[src/rtl/spi_flash_reader.sv]
// READ (0x03) sequencer for an SPI NOR flash in mode 0.
// One start runs: 8-bit command, 24-bit address, N data bytes, then an SS-high guard.
module spi_flash_reader #(
    parameter int unsigned CLK_DIV = 4
) (
    input  logic        clk,
    input  logic        rst,
    // start is taken on any cycle with busy=0; done pulses on the cycle busy
    // falls, so a start held high chains transactions back to back. rd_valid
    // has no ready: every strobe must be consumed in the cycle it appears.
    input  logic        start,
    input  logic [23:0] addr,
    input  logic [7:0]  len,
    output logic        busy,
    output logic        done,
    output logic        rd_valid,
    output logic [7:0]  rd_data,
    output logic        spi_ss,
    output logic        spi_sck,
    output logic        spi_mosi,
    input  logic        spi_miso,
    output logic [1:0]  dbg_state
);

    typedef enum logic [1:0] {
        IDLE  = 2'd0,
        SHIFT = 2'd1,
        GUARD = 2'd2
    } state_e;

    localparam logic [7:0] DIV_LAST   = 8'(CLK_DIV - 1);
    localparam logic [8:0] GUARD_LAST = 9'(2 * CLK_DIV - 2);

    state_e      state_q, state_d;
    logic [7:0]  div_cnt_q, div_cnt_d;
    logic [11:0] bit_cnt_q, bit_cnt_d;
    logic [11:0] last_bit_q, last_bit_d;
    logic [8:0]  guard_cnt_q, guard_cnt_d;
    logic [31:0] tx_q, tx_d;
    logic [7:0]  rx_q, rx_d;
    logic        byte_done_q, byte_done_d;
    logic        busy_q, busy_d;
    logic        done_q, done_d;
    logic        rd_valid_q, rd_valid_d;
    logic [7:0]  rd_data_q, rd_data_d;
    logic        ss_q, ss_d;
    logic        sck_q, sck_d;
    logic        mosi_q, mosi_d;

    always_comb begin
        state_d     = state_q;
        div_cnt_d   = div_cnt_q;
        bit_cnt_d   = bit_cnt_q;
        last_bit_d  = last_bit_q;
        guard_cnt_d = guard_cnt_q;
        tx_d        = tx_q;
        rx_d        = rx_q;
        byte_done_d = 1'b0;
        busy_d      = busy_q;
        done_d      = 1'b0;
        ss_d        = ss_q;
        sck_d       = sck_q;
        mosi_d      = mosi_q;
        // A byte completed on the previous cycle is published one cycle later.
        rd_valid_d  = byte_done_q;
        rd_data_d   = byte_done_q ? rx_q : rd_data_q;

        case (state_q)
            IDLE: begin
                busy_d = 1'b0;
                ss_d   = 1'b1;
                sck_d  = 1'b0;
                mosi_d = 1'b0;
                if (start) begin
                    state_d    = SHIFT;
                    busy_d     = 1'b1;
                    ss_d       = 1'b0;
                    tx_d       = {8'h03, addr};
                    mosi_d     = tx_d[31];
                    // len 0 reads 256 bytes: the extra top bit makes 9'h100.
                    last_bit_d = 12'd31 + {(len == 8'd0), len, 3'b000};
                    bit_cnt_d  = '0;
                    div_cnt_d  = '0;
                end
            end

            SHIFT: begin
                if (div_cnt_q == DIV_LAST) begin
                    div_cnt_d = '0;
                    if (!sck_q) begin
                        sck_d       = 1'b1;
                        rx_d        = {rx_q[6:0], spi_miso};
                        byte_done_d = (bit_cnt_q >= 12'd32) && (bit_cnt_q[2:0] == 3'd7);
                    end else begin
                        sck_d  = 1'b0;
                        tx_d   = {tx_q[30:0], 1'b0};
                        mosi_d = tx_d[31];
                        if (bit_cnt_q == last_bit_q) begin
                            state_d     = GUARD;
                            ss_d        = 1'b1;
                            mosi_d      = 1'b0;
                            guard_cnt_d = '0;
                        end else begin
                            bit_cnt_d = bit_cnt_q + 12'd1;
                        end
                    end
                end else begin
                    div_cnt_d = div_cnt_q + 8'd1;
                end
            end

            GUARD: begin
                // The last guard cycle is spent back in IDLE with done high.
                if (guard_cnt_q == GUARD_LAST) begin
                    state_d = IDLE;
                    busy_d  = 1'b0;
                    done_d  = 1'b1;
                end else begin
                    guard_cnt_d = guard_cnt_q + 9'd1;
                end
            end

            default: begin
                state_d = IDLE;
                busy_d  = 1'b0;
                ss_d    = 1'b1;
                sck_d   = 1'b0;
                mosi_d  = 1'b0;
            end
        endcase
    end

    always_ff @(posedge clk) begin
        if (rst) begin
            state_q     <= IDLE;
            div_cnt_q   <= '0;
            bit_cnt_q   <= '0;
            last_bit_q  <= '0;
            guard_cnt_q <= '0;
            tx_q        <= '0;
            rx_q        <= '0;
            byte_done_q <= 1'b0;
            busy_q      <= 1'b0;
            done_q      <= 1'b0;
            rd_valid_q  <= 1'b0;
            rd_data_q   <= '0;
            ss_q        <= 1'b1;
            sck_q       <= 1'b0;
            mosi_q      <= 1'b0;
        end else begin
            state_q     <= state_d;
            div_cnt_q   <= div_cnt_d;
            bit_cnt_q   <= bit_cnt_d;
            last_bit_q  <= last_bit_d;
            guard_cnt_q <= guard_cnt_d;
            tx_q        <= tx_d;
            rx_q        <= rx_d;
            byte_done_q <= byte_done_d;
            busy_q      <= busy_d;
            done_q      <= done_d;
            rd_valid_q  <= rd_valid_d;
            rd_data_q   <= rd_data_d;
            ss_q        <= ss_d;
            sck_q       <= sck_d;
            mosi_q      <= mosi_d;
        end
    end

    assign busy      = busy_q;
    assign done      = done_q;
    assign rd_valid  = rd_valid_q;
    assign rd_data   = rd_data_q;
    assign spi_ss    = ss_q;
    assign spi_sck   = sck_q;
    assign spi_mosi  = mosi_q;
    assign dbg_state = state_q;

endmodule

[config.mk]
export PLATFORM = sky130hd
export DESIGN_NAME = spi_flash_reader
export DESIGN_NICKNAME = d
export VERILOG_FILES = /design/src/rtl/spi_flash_reader.sv
export SDC_FILE = /design/constraint.sdc
export NUM_CORES = 1
export LEC_CHECK = 0
export BUFFER_PORTS_ARGS = -buffer_cell sky130_fd_sc_hd__buf_4
export CORE_ASPECT_RATIO = 0.7
export CORE_MARGIN = 2
export CORE_UTILIZATION = 50
export CTS_CLUSTER_SIZE = 40
export DETAILED_ROUTE_END_ITERATION = 10
export HOLD_SLACK_MARGIN = 0.06
export PLACE_DENSITY = 0.7
export SYNTH_ARGS = -nofsm -noshare
export SYNTH_HDL_FRONTEND = slang
export SYNTH_SLANG_ARGS = --single-unit
[constraint.sdc]
create_clock -name clk -period 5 [get_ports clk]
set_input_delay 0.25 -clock clk [delete_from_list [all_inputs] [get_ports clk]]
set_output_delay 0.25 -clock clk [all_outputs]
set_load 0.05 [all_outputs]
==> results of run 1 <==
layout by cell type (no fill, tap or decap), types with 3 or more instances in the layout:
master / netlist / final
nand2_1: 72 / 72
o21ai_0: 18 / 18
nand2b_1: 3 / 3
clkbuf_16: 0 / 9
nor2_1: 67 / 67
o211ai_1: 6 / 6
a41oi_1: 3 / 3
ha_1: 7 / 7
nor4_1: 4 / 3
nand4_1: 5 / 5
inv_1: 11 / 11
a211oi_1: 7 / 7
nand3b_1: 3 / 3
nand3_1: 20 / 20
clkinv_2: 0 / 3
and3_1: 10 / 10
a21oi_1: 29 / 29
dfxtp_1: 95 / 95
nor3_1: 13 / 13
a311oi_1: 31 / 31
a31oi_1: 4 / 4
nor2b_1: 5 / 4
buf_4: 0 / 57
xnor2_1: 12 / 12
nor4b_1: 6 / 6
or3_1: 5 / 5
o31ai_1: 4 / 4
mux2i_1: 16 / 16
or4_1: 3 / 3
worst min path at each step:
stage	end	cells past startpoint	start	slack (ns)
2_1_floorplan	last_bit_q[3]$_SDFFE_PP0P_	1	len[0]	0.35
3_3_place_gp	tx_q[27]$_SDFFE_PP0P_	2	tx_q[26]$_SDFFE_PP0P_	0.44
3_5_place_dp	tx_q[30]$_SDFFE_PP0P_	2	tx_q[29]$_SDFFE_PP0P_	0.45
4_1_cts	last_bit_q[3]$_SDFFE_PP0P_	2	len[0]	0.10
5_1_grt	last_bit_q[3]$_SDFFE_PP0P_	2	len[0]	0.11
6_report	last_bit_q[3]$_SDFFE_PP0P_	2	len[0]	0.10
power groups by stage:
stage | Combinational (mW) | Clock [mW] | Sequential (mW)
after floorplan | 0.117 | 0 | 0.827
after global placement | 0.179 | 0 | 0.823
after detailed placement | 0.184 | 0 | 0.824
after CTS | 0.185 | 0.699 | 0.807
after global routing | 0.205 | 0.731 | 0.811
final | 0.185 | 0.687 | 0.807
flip-flops by register name, summed over array words and instances, names as in the netlist:
register	flops
dbg_state	2
bit_cnt_q	12
div_cnt_q	8
rx_q	8
byte_done_q	1
spi_ss	1
spi_mosi	1
rd_valid	1
tx_q	31
guard_cnt_q	9
done	1
last_bit_q	10
rd_data	8
spi_sck	1
busy	1
cells in the mapped netlist, drive strengths merged (5+ instances only):
cell type,number
nor2b,5
nor4,5
clkbuf,30
or4,5
nor2,67
nand2,72
ha,7
dfxtp,95
buf,7
a211oi,7
inv,11
nand4,5
nor4b,6
or3,5
and3,10
a311oi,31
xnor2,12
mux2i,16
o21ai,18
a21oi,29
o211ai,7
nand3,20
nor3,13
layer usage:
| metal | wire [µm] | track usage, % | part of all wire (%) | vias up |
|---|---|---|---|---|
| li1 | - | - | - | 1946 |
| met4 | 59 | 3.61 | 0.60 | 0 |
| met3 | 565 | 7.53 | 5.7 | 6 |
| met2 | 4220 | 32.3 | 43 | 109 |
| met5 | 0 | 0 | 0 | - |
| met1 | 5040 | 30.3 | 51 | 1816 |
stage by stage:
stage               power, mW  std cells
floorplan               0.944        521
global placement         1.00        661
detailed placement       1.01        661
CTS                      1.69        677
global route             1.75        677
finish                   1.68        677
layout make-up:
type	count	area, µm²
well taps	120	150
flip-flops and latches	95	1900
repair buffers	57	428
fillers	760	3340
inverters	11	41.3
clock buffers	10	239
multi-input cells	378	2290
clock inverters	6	60.1
cells by family (layout without fill, tap and decap cells):
logic type               count (synthesis)  in the layout
AND/OR/NAND/NOR                        228            228
AO/OA/AOI/OAI                          113            113
flip-flops                              95             95
buffers and inverters                   48             84
multiplexers                            16             16
XOR/XNOR                                14             14
adder cells (fa/ha/maj)                  7              7
critical path: stages, from the launching register on:
cell     delay, ns
dfxtp_1       0.38
ha_1          0.24
or3b_2        0.54
nor4_2        0.99
inv_1         0.16
nor4b_1       0.27
==> results.tsv, run 1 <==
metric	value	unit
Row Count	28	
CTS buffer count	9	
DP Worst Slack	2.33	ns
part of the power in registers	48.1	%
Async S/R FF share, synth	0	%
clk_skew	0.00699	ns
critical path required time	5.25	ns
HPWL Detailed	6510	µm
worst reg2reg path depth	5	
min Tclk post-route	2.68	ns
number of synthesized flops with an enable pin	0	
final-report hold violation count	0	
Post-Synthesis Net Count	564	
I/O pin count	52	
Post-Synth XOR/XNOR Area	2.83	%
Reg2Reg Setup Slack	2.32	ns
antenna violation net count after detailed routing	0	
min-delay worst type	in -> reg	
placed cell area	4810	µm²
area share of and/or/nand/nor cells after synthesis	25.1	%
Net Sw Frac	25.1	%
Setup crit end kind	flip-flop	
clock share of power	40.9	%
Clock Latency Late Sink	0.35	ns
CP startpoint	div_cnt_q[0]$_SDFFE_PP0P_	
Die Ht	82.0	µm
RSZ-0062 raised after global routing	no	
sequential cell area fraction in the yosys report	43.8	%
Mapped Cells	521	
pwr dens	329	nW/µm²
crit path to	byte_done_q$_SDFF_PP0_	
Slew Limit Fails	0	
r2r endpoint	byte_done_q$_SDFF_PP0_	
type of the worst setup path	reg -> reg	
Clock Pin Slew Worst Setup and Hold Paths	0.06	ns
synth warn	0	
first-pass GRT wire length	16100	µm
ys flop type	dfxtp_1	
Nets	595	
Antenna diodes	0	
wire length per cell	14.6	µm
final WL	9880	µm
worst slew pin tran	1.29	ns
complex-gate fraction of the synthesized area	18.3	%
initial drt markers	281	
Post-CTS Setup Repair Bufs	0	
initial antenna violation count	0	
Post-CTS Hold Buffers	0	
Setup WS post-layout	2.32	ns
CTS H-Tree Depth	3	
gp weighted congestion	0.855	
setup violators final	0	
Clock Tree Buf Depth	2	
P&R area growth vs syn	17.7	%
reg-to-reg startpoint	div_cnt_q[0]$_SDFFE_PP0P_	
top cell type's share of synthesized area	43.8	%
Die X	115	µm
share of cells above drive strength 1	15.8	%
DIE AREA	9450	µm²
Clock Root Buffer	clkbuf_16	
Hold Slack	0.101	ns
synthesized area	4340	µm²
Unique masters post-synth	46	
multiplexer area fraction after synthesis	3.69	%
Resize count post-CTS	0	
Synth area leader	dfxtp_1	
Max transition margin	13.1	%
Gate power share	11.0	%
vias in the first global route	3327	
Final Cycle Share	53.5	%
Sum Neg Setup Slack	0	ns
GRT Residual Overflow	0	
FMAX	374	MHz
startpoint types	flip-flop	
Net Switching	421	µW
synth top area cells	dfxtp_1 (44%), a311oi_1 (6.3%), nand2_1 (6.2%), nor2_1 (5.8%), mux2i_1 (3.7%)	
fin area	5110	µm²
P_leak	1.86	nW
vias per cell	5.73	
Adder-Cell Fraction of Synth Area	2.02	%
Peak VDD IR	0.196	mV
FF+latch count, synth	95	
Tot GR Track Use	21.5	%
core area	8440	µm²
DR vias	3877	
main combinational cell family by area after synthesis	simple AND/OR/NAND/NOR gates	
Crit Path Max Fanout	9	
Crit path arrival time	2.93	ns
count of input and output buffers	51	
Post-route DRC	0	
final core utilization	60.5	%
Int Power	1.26	mW
largest net degree at the start of global routing	90	
status	completed	
CTS tree	done	
Mapped Avg Cell Area	8.33	µm²
Pre-antenna DRT Iters	5	
Initial Util	51.4	%
max cap viols	0	
clk sink count	95	
Note: power is estimated with default switching activity, not from simulation.
==> run 2, diff against run 1 <==
==> constraint.sdc (replaced) <==
create_clock -name clk -period 2.65 [get_ports clk]
set_input_delay 0.1325 -clock clk [delete_from_list [all_inputs] [get_ports clk]]
set_output_delay 0.1325 -clock clk [all_outputs]
set_load 0.05 [all_outputs]
==> results.tsv, run 2 (synthesis gave the netlist of run 1 again) <==
metric	value	unit	change
Crit Path Max Fanout	5		-4
Setup crit end kind	flip-flop		
final WL	9830	µm	-0.57%
vias in the first global route	3541		+6.4%
biggest registers after layout	tx_q (31), bit_cnt_q (12), last_bit_q (10)		
CTS H-Tree Depth	3		unchanged
Top reg by flops	tx_q		
setup violators final	0		unchanged
Clock Tree Buf Depth	2		unchanged
min Tclk post-route	2.49	ns	-0.184 ns
max reg flops	31		unchanged
Crit path arrival time	2.73	ns	-0.20 ns
first-pass GRT wire length	16500	µm	+2.8%
hold worst-path end	tx_q[16]$_SDFFE_PP0P_		
most frequent cells in the layout	dfxtp_1 (95), nand2_1 (72), nor2_1 (67), buf_4 (63), a311oi_1 (31)		
critical path required time	2.89	ns	-2.36 ns
Sum Neg Setup Slack	0	ns	unchanged
Slew Limit Fails	0		unchanged
max cap viols	0		unchanged
CTS tree	done		
HPWL Detailed	6750	µm	+3.7%
DIE AREA	9450	µm²	unchanged
Tot GR Track Use	22.0	%	+0.43 points
most common cell after layout, fill and taps aside	dfxtp_1		
startpoint types	flip-flop		
Clock Latency Late Sink	0.34	ns	about the same
vias per cell	5.60		-2.2%
pwr dens	591	nW/µm²	+80%
Nets	606		+1.8%
I/O pin count	52		unchanged
worst slew pin tran	0.618	ns	-0.674 ns
Clock Root Buffer	clkbuf_16		
Clock Pin Slew Worst Setup and Hold Paths	0.07	ns	about the same
Final Cycle Share	94.0	%	+41 points
wire length per cell	14.3	µm	-2.2%
P&R area growth vs syn	19.2	%	
Reg2Reg Setup Slack	0.16	ns	-2.17 ns
type of the worst setup path	reg -> reg		
initial antenna violation count	0		unchanged
Peak VDD IR	0.435	mV	+120%
largest net degree at the start of global routing	50		-44%
Row Count	28		unchanged
initial drt markers	215		-23%
Die Ht	82.0	µm	unchanged
gp weighted congestion	0.842		-1.6%
reg-to-reg startpoint	div_cnt_q[0]$_SDFFE_PP0P_		
P_leak	1.89	nW	+1.6%
status	completed		
worst reg2reg path depth	6		+1
CTS buffer count	9		unchanged
GRT Residual Overflow	0		unchanged
Die X	115	µm	unchanged
hold_sp	addr[16]		
Post-route DRC	0		unchanged
final core utilization	61.3	%	+0.77 points
Post-CTS Setup Repair Bufs	0		unchanged
Antenna diodes	0		unchanged
FMAX	401	MHz	+7.4%
DR vias	3853		-0.62%
final-report hold violation count	0		unchanged
Pre-antenna DRT Iters	4		-1
clk_skew	0.00676	ns	-0.000229 ns
share of cells above drive strength 1	16.5	%	+0.75 points
r2r endpoint	bit_cnt_q[9]$_SDFFE_PP0P_		
Max transition margin	58.7	%	+46 points
RSZ-0062 raised after global routing	yes		
min-delay worst type	in -> reg		
antenna violation net count after detailed routing	0		unchanged
WHS Path Cells	3		+1
Initial Util	51.4	%	unchanged
core area	8440	µm²	unchanged
count of input and output buffers	51		unchanged
clk sink count	95		unchanged
==> run 2: changes by cell type in the layout (fill, tap and decap cells not counted), sizes merged <==
cell,previous run,this run
buf,57,63
dlygate4sd3,0,5
bufinv,1,0
clkinvlp,2,3
==> run 2: what timing repair did <==
item | 4_1_cts | 5_1_grt
resized for setup | 0 | 1
setup endpoints to repair | 0 | 2
hold buffers | 5 | 0
hold endpoints to repair | 5 | 0
==> run 2: critical path, cell delays in order, from the launching register on <==
cell     delay (ns)
dfxtp_1        0.38
ha_2           0.23
or3b_2         0.55
o41ai_4        0.27
o41ai_2        0.17
or3_1          0.42
o41ai_1        0.37
==> run 2: stage by stage <==
| stage | power [mW] | instances | hold WS, ns | instance area (µm²) | setup slack, ns |
|---|---|---|---|---|---|
| 2_1_floorplan | 1.78 | 521 | 0.228 | 4340 | 0.356 |
| 3_3_place_gp | 1.90 | 667 | 0.342 | 4850 | 0.246 |
| 3_5_place_dp | 1.91 | 667 | 0.356 | 4850 | 0.169 |
| 4_1_cts | 3.08 | 688 | 0.0611 | 5170 | 0.124 |
| 5_1_grt | 3.19 | 688 | 0.0664 | 5170 | 0.0114 |
| 6_report | 3.06 | 688 | 0.0647 | 5170 | 0.158 |
==> run 2: worst max path at each step <==
stage	to	depth (start not counted)	from	slack, ns
2_1_floorplan	bit_cnt_q[11]$_SDFFE_PP0P_	6	dbg_state[0]$_SDFFE_PP0P_	0.36
3_3_place_gp	bit_cnt_q[6]$_SDFFE_PP0P_	7	div_cnt_q[0]$_SDFFE_PP0P_	0.25
3_5_place_dp	bit_cnt_q[9]$_SDFFE_PP0P_	6	div_cnt_q[0]$_SDFFE_PP0P_	0.17
4_1_cts	bit_cnt_q[9]$_SDFFE_PP0P_	6	div_cnt_q[0]$_SDFFE_PP0P_	0.12
5_1_grt	bit_cnt_q[9]$_SDFFE_PP0P_	6	div_cnt_q[0]$_SDFFE_PP0P_	0.01
6_report	bit_cnt_q[9]$_SDFFE_PP0P_	6	div_cnt_q[0]$_SDFFE_PP0P_	0.16
==> run 2: metal layers <==
| layer | global-route usage, % | up-vias | share of wire [%] |
|---|---|---|---|
| met5 | 0 | - | 0 |
| met4 | 6.39 | 0 | 1.0 |
| met3 | 5.76 | 9 | 5.4 |
| met2 | 34.6 | 81 | 43 |
| met1 | 29.8 | 1797 | 51 |
| li1 | - | 1966 | - |
==> run 2: where the power goes <==
| group | internal (mW) | leakage (nW) | switching (mW) |
|---|---|---|---|
| clock network | 0.631 | 0.124 | 0.544 |
| registers | 1.49 | 0.774 | 0.0377 |
| logic | 0.145 | 0.990 | 0.213 |
| total | 2.26 | 1.89 | 0.795 |
==> run 2: final cells by class <==
cell class                      count  area (µm²)
Timing Repair Buffer               68         523
Inverter                           11        41.3
Clock buffer                       10         229
Fill cell                         788        3270
Tap cell                          120         150
Multi-Input combinational cell    378        2290
Sequential cell                    95        1900
Clock inverter                      6        37.5
==> run 3, diff against run 2 <==
--- a/config.mk
+++ b/config.mk
@@ -7,11 +7,9 @@
 export LEC_CHECK = 0
 export BUFFER_PORTS_ARGS = -buffer_cell sky130_fd_sc_hd__buf_4
 export CORE_ASPECT_RATIO = 0.7
-export CORE_MARGIN = 2
 export CORE_UTILIZATION = 50
 export CTS_CLUSTER_SIZE = 40
 export DETAILED_ROUTE_END_ITERATION = 10
-export HOLD_SLACK_MARGIN = 0.06
 export PLACE_DENSITY = 0.7
 export SYNTH_ARGS = -nofsm -noshare
 export SYNTH_HDL_FRONTEND = slang
==> results.tsv, run 3 (synthesis gave the netlist of run 1 again) <==
metric	value	unit	change
Post-route DRC	0		unchanged
r2r endpoint	bit_cnt_q[5]$_SDFFE_PP0P_		
initial drt markers	328		+53%
antenna violation net count after detailed routing	0		unchanged
startpoint types	flip-flop		
slowest stage cell on the critical path	or3b_4		
gp weighted congestion	0.834		-0.90%
share of cells above drive strength 1	17.0	%	+0.47 points
total power	3.30	mW	+8.0%
FMAX	400	MHz	-0.21%
Row Count	28		unchanged
most frequent cells in the layout	dfxtp_1 (95), nand2_1 (72), nor2_1 (67), buf_4 (63), a311oi_1 (31)		
critical path required time	2.88	ns	about the same
worst slew pin tran	0.639	ns	+0.0210 ns
status	completed		
P_leak	1.93	nW	+1.9%
HPWL Detailed	6820	µm	+1.0%
Slew Limit Fails	0		unchanged
final WL	10100	µm	+2.7%
I/O pin count	52		unchanged
Clock Root Buffer	clkbuf_16		
Crit Path Max Fanout	8		+3
most common cell after layout, fill and taps aside	dfxtp_1		
max reg flops	31		unchanged
type of the worst setup path	reg -> reg		
Setup WS post-layout	0.153	ns	-0.00518 ns
DR vias	3900		+1.2%
P&R area growth vs syn	20.2	%	
Clock Pin Slew Worst Setup and Hold Paths	0.06	ns	about the same
final core utilization	61.8	%	+0.53 points
Final Cycle Share	94.2	%	+0.20 points
Clock Latency Late Sink	0.34	ns	about the same
core area	8440	µm²	unchanged
CP Depth	6		unchanged
Post-CTS Setup Repair Bufs	0		unchanged
clk sink count	95		unchanged
max cap viols	0		unchanged
Setup crit end kind	flip-flop		
Clock Tree Buf Depth	2		unchanged
vias per cell	5.70		+1.8%
Reg2Reg Setup Slack	0.15	ns	about the same
wire length per cell	14.7	µm	+3.3%
worst reg2reg path depth	6		unchanged
largest net degree at the start of global routing	50		unchanged
Tot GR Track Use	23.3	%	+1.3 points
final-report hold violation count	0		unchanged
vias in the first global route	3556		+0.42%
Top reg by flops	tx_q		
CTS tree	done		
first-pass GRT wire length	16800	µm	+1.5%
RSZ-0062 raised after global routing	no		
DP Worst Slack	0.0779	ns	-0.0909 ns
DIE AREA	9060	µm²	-4.1%
Die Ht	80.0	µm	-2.4%
Hold Slack	0.0361	ns	-0.0286 ns
initial antenna violation count	0		unchanged
crit path to	bit_cnt_q[5]$_SDFFE_PP0P_		
min-delay worst type	in -> reg		
Pre-antenna DRT Iters	5		+1
Nets	602		-0.66%
Crit path arrival time	2.73	ns	about the same
Max transition margin	57.3	%	-1.4 points
min Tclk post-route	2.50	ns	+0.00518 ns
CTS buffer count	9		unchanged
clk_skew	0.00477	ns	-0.00199 ns
pwr dens	633	nW/µm²	+7.1%
Antenna diodes	0		unchanged
count of input and output buffers	51		unchanged
Sum Neg Setup Slack	0	ns	unchanged
biggest registers after layout	tx_q (31), bit_cnt_q (12), last_bit_q (10)		
Peak VDD IR	0.287	mV	-34%
fillcell total	748		-5.1%
Die X	113	µm	-1.7%
reg-to-reg startpoint	div_cnt_q[0]$_SDFFE_PP0P_		
crit path buf inv count	0		unchanged
Initial Util	51.4	%	unchanged
CTS H-Tree Depth	3		unchanged
CP Cell Sequence	ha_2, or3b_4, o41ai_4, o41ai_4, or3_4, o41ai_1		
largest delay contributor family on the critical path	compound AO/OA/AOI/OAI gates		
setup violators final	0		unchanged
CP startpoint	div_cnt_q[0]$_SDFFE_PP0P_		
GRT Residual Overflow	0		unchanged
CP max stage delay	0.43	ns	-0.12 ns
Worst path most repeated cell	o41ai_4		
run 3: cell count changes in the layout (fill, tap and decap cells not counted), moves of 2 or more:
cell | before | now
bufinv_16 | 0 | 2
clkbuf_8 | 0 | 2
clkinv_2 | 3 | 1
dlygate4sd3_1 | 5 | 1
run 3: final cells by class:
class                           instances  area (µm²)  area share [%]
Clock buffer                           11         253            4.84
Clock inverter                          5        80.1            1.53
Inverter                               11        41.3           0.791
Multi-Input combinational cell        378        2310            44.2
Sequential cell                        95        1900            36.5
Tap cell                              120         150            2.88
Timing Repair Buffer                   64         483            9.26
run 3: routing by layer:
layer | wire (µm) | GRT usage [%]
met4 | 146 | 8.29
met5 | 0 | 0
met1 | 4790 | 31.6
met3 | 582 | 4.78
met2 | 4570 | 36.8
run 3: worst min-delay path by stage:
stage	depth (start not counted)	from	endpoint
6_report	3	spi_miso	rx_q[0]$_SDFFE_PP0P_
5_1_grt	3	spi_miso	rx_q[0]$_SDFFE_PP0P_
4_1_cts	3	spi_miso	rx_q[0]$_SDFFE_PP0P_
3_5_place_dp	2	len[0]	last_bit_q[3]$_SDFFE_PP0P_
3_3_place_gp	2	len[0]	last_bit_q[3]$_SDFFE_PP0P_
2_1_floorplan	1	len[0]	last_bit_q[3]$_SDFFE_PP0P_
run 3: timing repair:
item | 4_1_cts | 5_1_grt
endpoints found under the hold margin | 1 | 0
hold buffers | 1 | 0
setup endpoints to repair | 0 | 4
gates resized for setup | 0 | 4
run 3: worst register-to-register path, cell delays in order (launching register included):
cell and delay (ns):
dfxtp_1 0.37, ha_2 0.23, or3b_4 0.43, o41ai_4 0.39, o41ai_4 0.21, or3_4 0.40, o41ai_1 0.35
run 3: power breakdown:
| group | switching [mW] | total (mW) | internal [mW] |
|---|---|---|---|
| registers | 0.0374 | 1.52 | 1.49 |
| clock network | 0.544 | 1.42 | 0.876 |
| logic | 0.218 | 0.357 | 0.140 |
| total | 0.799 | 3.30 | 2.50 |
run 3: metrics by stage:
stage | area, µm² | cells
floorplan | 4340 | 521
global placement | 4850 | 667
detailed placement | 4850 | 667
CTS | 5200 | 684
global route | 5220 | 684
finish | 5220 | 684
